===== src/rtl/clk_step_ctrl.sv =====
// CPU clock-enable generator with free-run / single-step debug control.
// Optional executed-cycle counter on stepCount, built when CLK_STEP_CNT_EN is defined.
module clk_step_ctrl #(
    parameter int unsigned DB_WIDTH  = 16,
    parameter int unsigned DB_COUNT  = 50000,
    parameter int unsigned CNT_WIDTH = 16
) (
    input  logic                 clk,
    input  logic                 reset,
    input  logic                 clkDiv,
    input  logic                 btnStep,
    input  logic                 swRun,
    output logic                 cpuEn,
    output logic [1:0]           mode,
    output logic [CNT_WIDTH-1:0] stepCount
);

    localparam logic [DB_WIDTH-1:0] DB_LAST = DB_WIDTH'(DB_COUNT - 1);

    typedef enum logic [1:0] {
        ST_RUN   = 2'b00,
        ST_PAUSE = 2'b01,
        ST_STEP  = 2'b10
    } state_t;

    logic                r_div_d1;
    logic                r_div_d2;
    logic                r_run_s1;
    logic                r_run_s;
    logic                r_btn_s1;
    logic                r_btn_s;
    logic [DB_WIDTH-1:0] r_db_cnt;
    logic                r_stable;
    logic                r_stable_d;
    logic                r_step_req;
    state_t              r_state;
    logic                r_cpu_en;

    logic                w_div_rise;
    logic                w_fire;

    assign w_div_rise = r_div_d1 & ~r_div_d2;
    // Every divider rising edge seen while running or stepping advances the core.
    assign w_fire     = w_div_rise & ((r_state == ST_RUN) | (r_state == ST_STEP));

    // Input synchronizers, edge detect and button debouncer.
    always_ff @(posedge clk) begin
        if (reset) begin
            r_div_d1   <= 1'b0;
            r_div_d2   <= 1'b0;
            r_run_s1   <= 1'b0;
            r_run_s    <= 1'b0;
            r_btn_s1   <= 1'b0;
            r_btn_s    <= 1'b0;
            r_db_cnt   <= '0;
            r_stable   <= 1'b0;
            r_stable_d <= 1'b0;
            r_step_req <= 1'b0;
        end else begin
            r_div_d1   <= clkDiv;
            r_div_d2   <= r_div_d1;
            r_run_s1   <= swRun;
            r_run_s    <= r_run_s1;
            r_btn_s1   <= btnStep;
            r_btn_s    <= r_btn_s1;
            r_stable_d <= r_stable;
            r_step_req <= r_stable & ~r_stable_d;
            // A return to the accepted level restarts the stability count.
            if (r_btn_s == r_stable) begin
                r_db_cnt <= '0;
            end else if (r_db_cnt == DB_LAST) begin
                r_stable <= r_btn_s;
                r_db_cnt <= '0;
            end else begin
                r_db_cnt <= r_db_cnt + DB_WIDTH'(1);
            end
        end
    end

    // Run / pause / step controller; step requests outside PAUSE are dropped.
    always_ff @(posedge clk) begin
        if (reset) begin
            r_state  <= ST_PAUSE;
            r_cpu_en <= 1'b0;
        end else begin
            r_cpu_en <= w_fire;
            case (r_state)
                ST_PAUSE: begin
                    if (r_run_s) begin
                        r_state <= ST_RUN;
                    end else if (r_step_req) begin
                        r_state <= ST_STEP;
                    end
                end
                ST_RUN: begin
                    if (!r_run_s) begin
                        r_state <= ST_PAUSE;
                    end
                end
                ST_STEP: begin
                    if (w_div_rise) begin
                        r_state <= ST_PAUSE;
                    end
                end
                default: r_state <= ST_PAUSE;
            endcase
        end
    end

`ifdef CLK_STEP_CNT_EN
    logic [CNT_WIDTH-1:0] r_step_cnt;

    // Counts issued enables; updates on the same edge that raises cpuEn.
    always_ff @(posedge clk) begin
        if (reset) begin
            r_step_cnt <= '0;
        end else if (w_fire) begin
            r_step_cnt <= r_step_cnt + CNT_WIDTH'(1);
        end
    end

    assign stepCount = r_step_cnt;
`else
    assign stepCount = '0;
`endif

    assign cpuEn = r_cpu_en;
    assign mode  = r_state;

endmodule


===== config.mk =====
export PLATFORM = sky130hd
export DESIGN_NAME = clk_step_ctrl
export DESIGN_NICKNAME = d
export VERILOG_FILES = /design/src/rtl/clk_step_ctrl.sv
export SDC_FILE = /design/constraint.sdc
export NUM_CORES = 1
export LEC_CHECK = 0
export ABC_AREA = 1
export CAP_MARGIN = 10
export CORE_AREA = 2 2 60 62
export CTS_CLUSTER_DIAMETER = 30
export DETAILED_ROUTE_END_ITERATION = 6
export DIE_AREA = 0 0 62 64
export PLACE_DENSITY_LB_ADDON = 0.12
export SLEW_MARGIN = 20
export SYNTH_ARGS = -nofsm -noshare
export SYNTH_HDL_FRONTEND = slang
export SYNTH_SLANG_ARGS = --single-unit

===== constraint.sdc =====
create_clock -name clk -period 1.39 [get_ports clk]
set_input_delay 0.139 -clock clk [delete_from_list [all_inputs] [get_ports clk]]
set_output_delay 0.139 -clock clk [all_outputs]
set_load 0.03 [all_outputs]

==> summary.txt, run 1 <==
Synth
  – Sequential area share after synthesis: 39.7%
  – Synth warn: 0
  – Top-area cell type share of the netlist area: 39.7%
  – Asr flop ratio synth: 0%
  – Seq cells post-synth: 28
  – Unique cell type count in the Yosys netlist: 26
  – Synthesized cell area: 1410 sq um
  – Synth Instances: 196
  – Avg Cell Area, Syn: 7.20 sq um
  – Top cells by area, synth: dfxtp_1 (40%), nand2_1 (10%), buf_4 (8.5%)
  – Cell taking the most area after synthesis: dfxtp_1
  – Number of synthesized flops with an enable pin: 0
  – Synth Flop Type: dfxtp_1

Placed design
  – Gpl congestion: 0.822
  – Input/output buffers: 7
  – Post-DP HPWL: 1900 um
  – Placed cell areas: 1490 sq um
  – Pre-CTS setup slack: 0.0279 ns
  – DP Cell Count: 251

Cells and area
  – Nets: 218
  – Reg area: 561 sq um
  – # diodes: 0
  – Footprint of the multi-input gates: 726 sq um
  – Layout Cells excl Fill: 257
  – Syn-to-layout area delta: 12.9%
  – Commonest non-fill, non-tap cell in the layout: nand2_1
  – Number of fillers in the final layout: 357
  – Final instance area: 1590 sq um
  – Layout cells sized above 1: 17.1%
  – Commonest non-fill, non-tap cells in the layout: nand2_1 (38), nor2_1 (28), dfxtp_1 (28), inv_1 (27), conb_1 (16)

Critical path
  – CP endpoint: r_db_cnt[5]
  – R2R Setup Slk: 0.07 ns
  – Worst Path Required: 1.62 ns
  – Most frequent CP cell: nand3_4
  – Worst Reg-to-Reg Cells: 6
  – Critical Path Source Type: flip-flop
  – Arrival time worst endpoint: 1.55 ns
  – Critical R2R Launch: r_db_cnt[0]
  – CP max stage delay: 0.37 ns
  – R2r endpoint: r_db_cnt[5]
  – CP bufs+invs: 0
  – Crit. path cell count: 6
  – CP top delay family: simple AND/OR/NAND/NOR gates
  – Worst-path fanout max: 8
  – Start point of the critical path: r_db_cnt[0]
  – Worst setup EP type: flip-flop
  – CP Class: flip-flop to flip-flop
  – CP cell instances: ha_2 -> nand3_4 -> nor2_4 -> nand3_4 -> nand2_8 -> nor2_2
  – Slowest library cell on the worst path: dfxtp_1

STA
  – Crit share post-route: 94.9%
  – Final hold slack: 0.309 ns
  – Fin Clk Skew: 0.00888 ns
  – Final Setup Violations: 0
  – Max Slew Vio Count: 0
  – Max Fclk: 0.758 GHz
  – Fin crit period: 1.32 ns
  – Final Hold Violating Endpoints: 0
  – Setup ws final: 0.0712 ns

Global routing
  – Largest net degree at the start of global routing: 17
  – Global-route wire length before repair: 4280 um
  – Initial antenna violation count: 0
  – GRT Total Usage: 14.2%
  – GRT overflow: 0
  – Vias in the first global route: 1,046

Clock tree
  – Clk slew on worst S/H paths: 0.15 ns
  – Root buf cell: clkbuf_4
  – Clock Sinks: 28
  – CTS tree: done
  – Hold buffers post-CTS: 0
  – CTS buffer count: 3
  – Clock Latency Late Sink: 0.33 ns
  – CTS Buffer Depth: 2
  – H-tree depth: 1

Floorplanning
  – Vert. Die Dim: 64 um
  – Die Area: 3970 sq um
  – Core area: 3280 sq um
  – Num rows: 21
  – Die Wd: 62 um
  – Initial core utilization: 43.0%
  – Ports: 24

Power
  – LEAKAGE: 0.604 nW
  – Worst IR Drop VDD: 0.000413 V
  – Final Power: 1.33 mW
  – PD cells: 833 nW/um^2

Route
  – Final ANT Viol Nets: 0
  – Drc violations: 0
  – Pre-antenna DRT Iters: 4
  – Iter 0 DRT Violations: 66
  – Final WL: 2560 um
  – Total number of vias: 1,159
  – DR WL/cell: 9.96 um
  – Drt via density: 4.51

Run status
  – Outcome: finished, final reports clean

Min path
  – Type of the most critical hold path: primary input to flip-flop

Run
  – Max-Cap Viols: 0
-- final cells by class --
class,instances,share of cell area (%)
tap,46,3.61
multi-input combinational,138,45.6
inverter,28,6.60
clock buffer,4,2.28
timing repair buffer,13,6.76
sequential,28,35.2
-- logic make-up after synthesis --
family,after synthesis,share of synthesized area [%]
buffers and inverters,46,17.3
AND/OR/NAND/NOR,100,32.5
other,1,0.266
flip-flops,28,39.7
AO/OA/AOI/OAI,15,6.21
adder cells (fa/ha/maj),1,0.886
XOR/XNOR,5,3.10
-- layer usage --
metal,up-vias,share of wire (%),global-route usage [%]
met5,-,0,0
met4,0,2.2,6.38
met3,7,3.3,3.24
met2,23,47,21.4
met1,524,48,19.1
li1,605,-,-
-- how the worst min path moves through the flow --
stage / startpoint / end / slack, ns / cells past startpoint
6_report: clkDiv / r_div_d1 / 0.31 / 3
4_1_cts: clkDiv / r_div_d1 / 0.31 / 3
3_3_place_gp: r_stable_d / r_step_req / 0.39 / 1
2_1_floorplan: btnStep / r_btn_s1 / 0.25 / 2
3_5_place_dp: r_stable_d / r_step_req / 0.39 / 1
5_1_grt: btnStep / r_btn_s1 / 0.30 / 3
-- flip-flops by register name (all words and copies together) (netlist names) --
name        flops
r_step_req      1
r_stable_d      1
r_btn_s         1
mode            2
r_run_s         1
r_div_d2        1
r_stable        1
cpuEn           1
r_div_d1        1
r_btn_s1        1
r_db_cnt       16
r_run_s1        1
-- worst reg2reg max path: stages, from the launching register on --
cell and delay [ns]:
dfxtp_1 0.37, ha_2 0.23, nand3_4 0.12, nor2_4 0.17, nand3_4 0.15, nand2_8 0.16, nor2_2 0.04
-- per-stage QoR --
stage	TNS, ns	util [%]
final	0	48.5
after global routing	-0.103	48.5
after CTS	0	46.6
after detailed placement	0	45.5
after global placement	0	45.5
after floorplan	0	-
-- power by group --
part / switching [mW] / total, mW / internal, mW
Clock: 0.234 / 0.395 / 0.160
Combinational: 0.0876 / 0.114 / 0.0265
Sequential: 0.00518 / 0.819 / 0.814
-- what timing repair did --
item,4_1_cts,5_1_grt
setup buffers,0,1
resized for setup,4,11
cloned,0,1
pin swaps,0,2
setup endpoints to repair,4,17
-- cell usage after synthesis, types with 2 or more instances --
library cell and instances:
nand2_1 38, nand3_1 7, or2_2 2, o21ai_0 3
nand3_2 2, nand4_1 6, nor2_1 31, a21oi_1 8
buf_4 16, nor3_1 2, inv_1 27, xor2_1 4
nor2_2 9, dfxtp_1 28, a21oi_2 2
No activity file was read; power rests on OpenSTA's default activity.
==> run 2, diff against run 1 <==
Settings changed: CORE_AREA 2 2 60 62 to 2 2 49 74, DIE_AREA 0 0 62 64 to 0 0 51 76.
==> run 2 against run 1 <==
Effect of this change:
- clock skew shrank 0.0057 ns
- maximum frequency is 0.27% higher
- sequential power is essentially flat
- critical endpoint is now r_db_cnt[2]
- largest cell class unchanged
- core utilization shrank 0.21 points
==> summary.txt, run 2 (synthesis results as in run 1) <==
Run status
  – Outcome: finished, final reports clean

Cells and area
  – Commonest non-fill, non-tap cell in the layout: nand2_1
  – Layout cells sized above 1: 15.2% (-1.8 points)
  – Commonest non-fill, non-tap cells in the layout: nand2_1 (38), nor2_1 (30), dfxtp_1 (28), inv_1 (27), conb_1 (16)
  – Syn-to-layout area delta: 12.4%
  – Max reg flops: 16 (unchanged)
  – Nets: 218 (unchanged)
  – Number of fillers in the final layout: 338 (-5.3%)
  – Final instance area: 1590 sq um (-0.39%)
  – Biggest register: r_db_cnt
  – Final core utilization: 48.3% (-0.21 points)
  – # diodes: 0 (unchanged)
  – Layout Cells excl Fill: 252 (-1.9%)

Min path
  – Type of the most critical hold path: primary input to flip-flop
  – Hold depth: 3 (unchanged)
  – Hold endpoint: r_run_s1
  – Hold path start: swRun

Floorplanning
  – Die Area: 3880 sq um (-2.3%)
  – Ports: 24 (unchanged)
  – Vert. Die Dim: 76 um (+19%)
  – Num rows: 26 (+24%)
  – Core area: 3290 sq um (about the same)
  – Initial core utilization: 43.0% (about the same)
  – Die Wd: 51 um (-18%)

Placed design
  – Input/output buffers: 7 (unchanged)
  – Post-DP HPWL: 2050 um (+7.8%)
  – Gpl congestion: 0.861 (+4.9%)
  – Pre-CTS setup slack: 0.00356 ns (-0.0244 ns)
  – DP Cell Count: 248 (-1.2%)
  – Placed cell areas: 1500 sq um (+0.17%)

Route
  – Pre-antenna DRT Iters: 4 (unchanged)
  – DR WL/cell: 10.7 um (+7.3%)
  – Iter 0 DRT Violations: 31 (-53%)
  – Final ANT Viol Nets: 0 (unchanged)
  – Drc violations: 0 (unchanged)
  – Total number of vias: 1,187 (+2.4%)
  – Drt via density: 4.71 (+4.4%)
  – Final WL: 2700 um (+5.2%)

Critical path
  – R2R Setup Slk: 0.07 ns (about the same)
  – Worst-path fanout max: 8 (unchanged)
  – Worst Reg-to-Reg Cells: 6 (unchanged)
  – Worst Path Required: 1.56 ns (-0.06 ns)
  – CP max stage delay: 0.35 ns (-0.02 ns)
  – Slowest library cell on the worst path: dfxtp_1
  – Critical R2R Launch: r_db_cnt[1]
  – R2r endpoint: r_db_cnt[2]
  – CP bufs+invs: 0 (unchanged)
  – Critical Path Source Type: flip-flop
  – CP Class: flip-flop to flip-flop
  – Most frequent CP cell: nand3_4
  – Arrival time worst endpoint: 1.48 ns (-0.07 ns)
  – Worst setup EP type: flip-flop
  – CP top delay family: simple AND/OR/NAND/NOR gates
  – CP cell instances: ha_2 -> nand3_4 -> nor2_4 -> nand3_4 -> nand2_8 -> nor2_2

Clock tree
  – CTS buffer count: 3 (unchanged)
  – H-tree depth: 1 (unchanged)
  – CTS tree: done
  – Clock Latency Late Sink: 0.27 ns (-0.06 ns)
  – CTS Buffer Depth: 2 (unchanged)
  – Clk slew on worst S/H paths: 0.09 ns (-0.06 ns)
  – Number of post-CTS setup repair buffers: 0 (unchanged)
  – Hold buffers post-CTS: 0 (unchanged)
  – Clock Sinks: 28 (unchanged)
  – Root buf cell: clkbuf_8

Global routing
  – Vias in the first global route: 1,175 (+12%)
  – GRT Total Usage: 14.7% (+0.42 points)
  – GRT overflow: 0 (unchanged)
  – Largest net degree at the start of global routing: 17 (unchanged)
  – Initial antenna violation count: 0 (unchanged)
  – Global-route wire length before repair: 4490 um (+4.8%)

STA
  – Final hold slack: 0.375 ns (+0.0663 ns)
  – Setup ws final: 0.0747 ns (+0.00353 ns)
  – Fin crit period: 1.32 ns (-0.00353 ns)
  – Fin Clk Skew: 0.00313 ns (-0.00575 ns)
  – Max Slew Vio Count: 0 (unchanged)
  – Setup TNS: 0 ns (unchanged)
  – Max Fclk: 0.760 GHz (+0.27%)
  – Final Hold Violating Endpoints: 0 (unchanged)
  – Final Setup Violations: 0 (unchanged)
  – Crit share post-route: 94.6% (-0.25 points)

Power
  – Worst IR Drop VDD: 0.000564 V (+37%)
  – Final Power: 1.37 mW (+3.2%)
  – LEAKAGE: 0.602 nW (-0.26%)
  – PD cells: 863 nW/um^2 (+3.6%)

Run
  – Max-Cap Viols: 0 (unchanged)
-- run 2: cell types whose count changed in the layout (fill, tap and decap cells not counted) --
cell | before | now
clkbuf_2 | 1 | 0
clkbuf_4 | 3 | 0
clkbuf_8 | 1 | 3
dlygate4sd2_1 | 2 | 3
nor2_1 | 28 | 30
nor2_2 | 11 | 10
nor2_4 | 2 | 1
-- run 2: cell type report --
cell class	instances	area [sq um]	area share [%]
inverter	28	105	6.62
timing repair buffer	13	111	7.02
clock buffer	3	41.3	2.60
tap	42	52.6	3.31
sequential	28	561	35.3
multi-input combinational	138	716	45.1
-- run 2: timing repair --
| action | CTS | global route |
|---|---|---|
| endpoints found under the setup margin | 3 | 16 |
| hold endpoints to repair | 0 | 0 |
| resized for setup | 3 | 7 |
| pin swaps | 0 | 2 |
| gates cloned | 0 | 1 |
-- run 2: worst max-delay path by stage --
stage           startpoint           end  depth (start not counted)
2_1_floorplan  r_db_cnt[0]  r_db_cnt[10]                          6
3_3_place_gp         reset  r_db_cnt[12]                          6
3_5_place_dp         reset  r_db_cnt[11]                          6
4_1_cts        r_db_cnt[1]   r_db_cnt[4]                          6
5_1_grt           r_stable  r_db_cnt[15]                          5
6_report       r_db_cnt[1]   r_db_cnt[2]                          6
-- run 2: where the power goes --
group          switching, mW  internal, mW  total, mW
clock network          0.240         0.195      0.435
registers            0.00358         0.812      0.816
logic                 0.0902        0.0288      0.119
total                  0.334          1.04       1.37
-- run 2: routing by layer --
metal,track usage (%),share of wire [%],routed length [um]
met4,6.22,1.8,49
met3,2.35,3.6,96
met2,28.3,57,1530
met5,0,0,0
met1,14.5,38,1020
-- run 2: worst register-to-register path: cells and delay by family (launching register included) --
kind | cells | cell delay [ns]
fa+ha+maj | 1 | 0.23
flops | 1 | 0.35
simple gates | 5 | 0.64
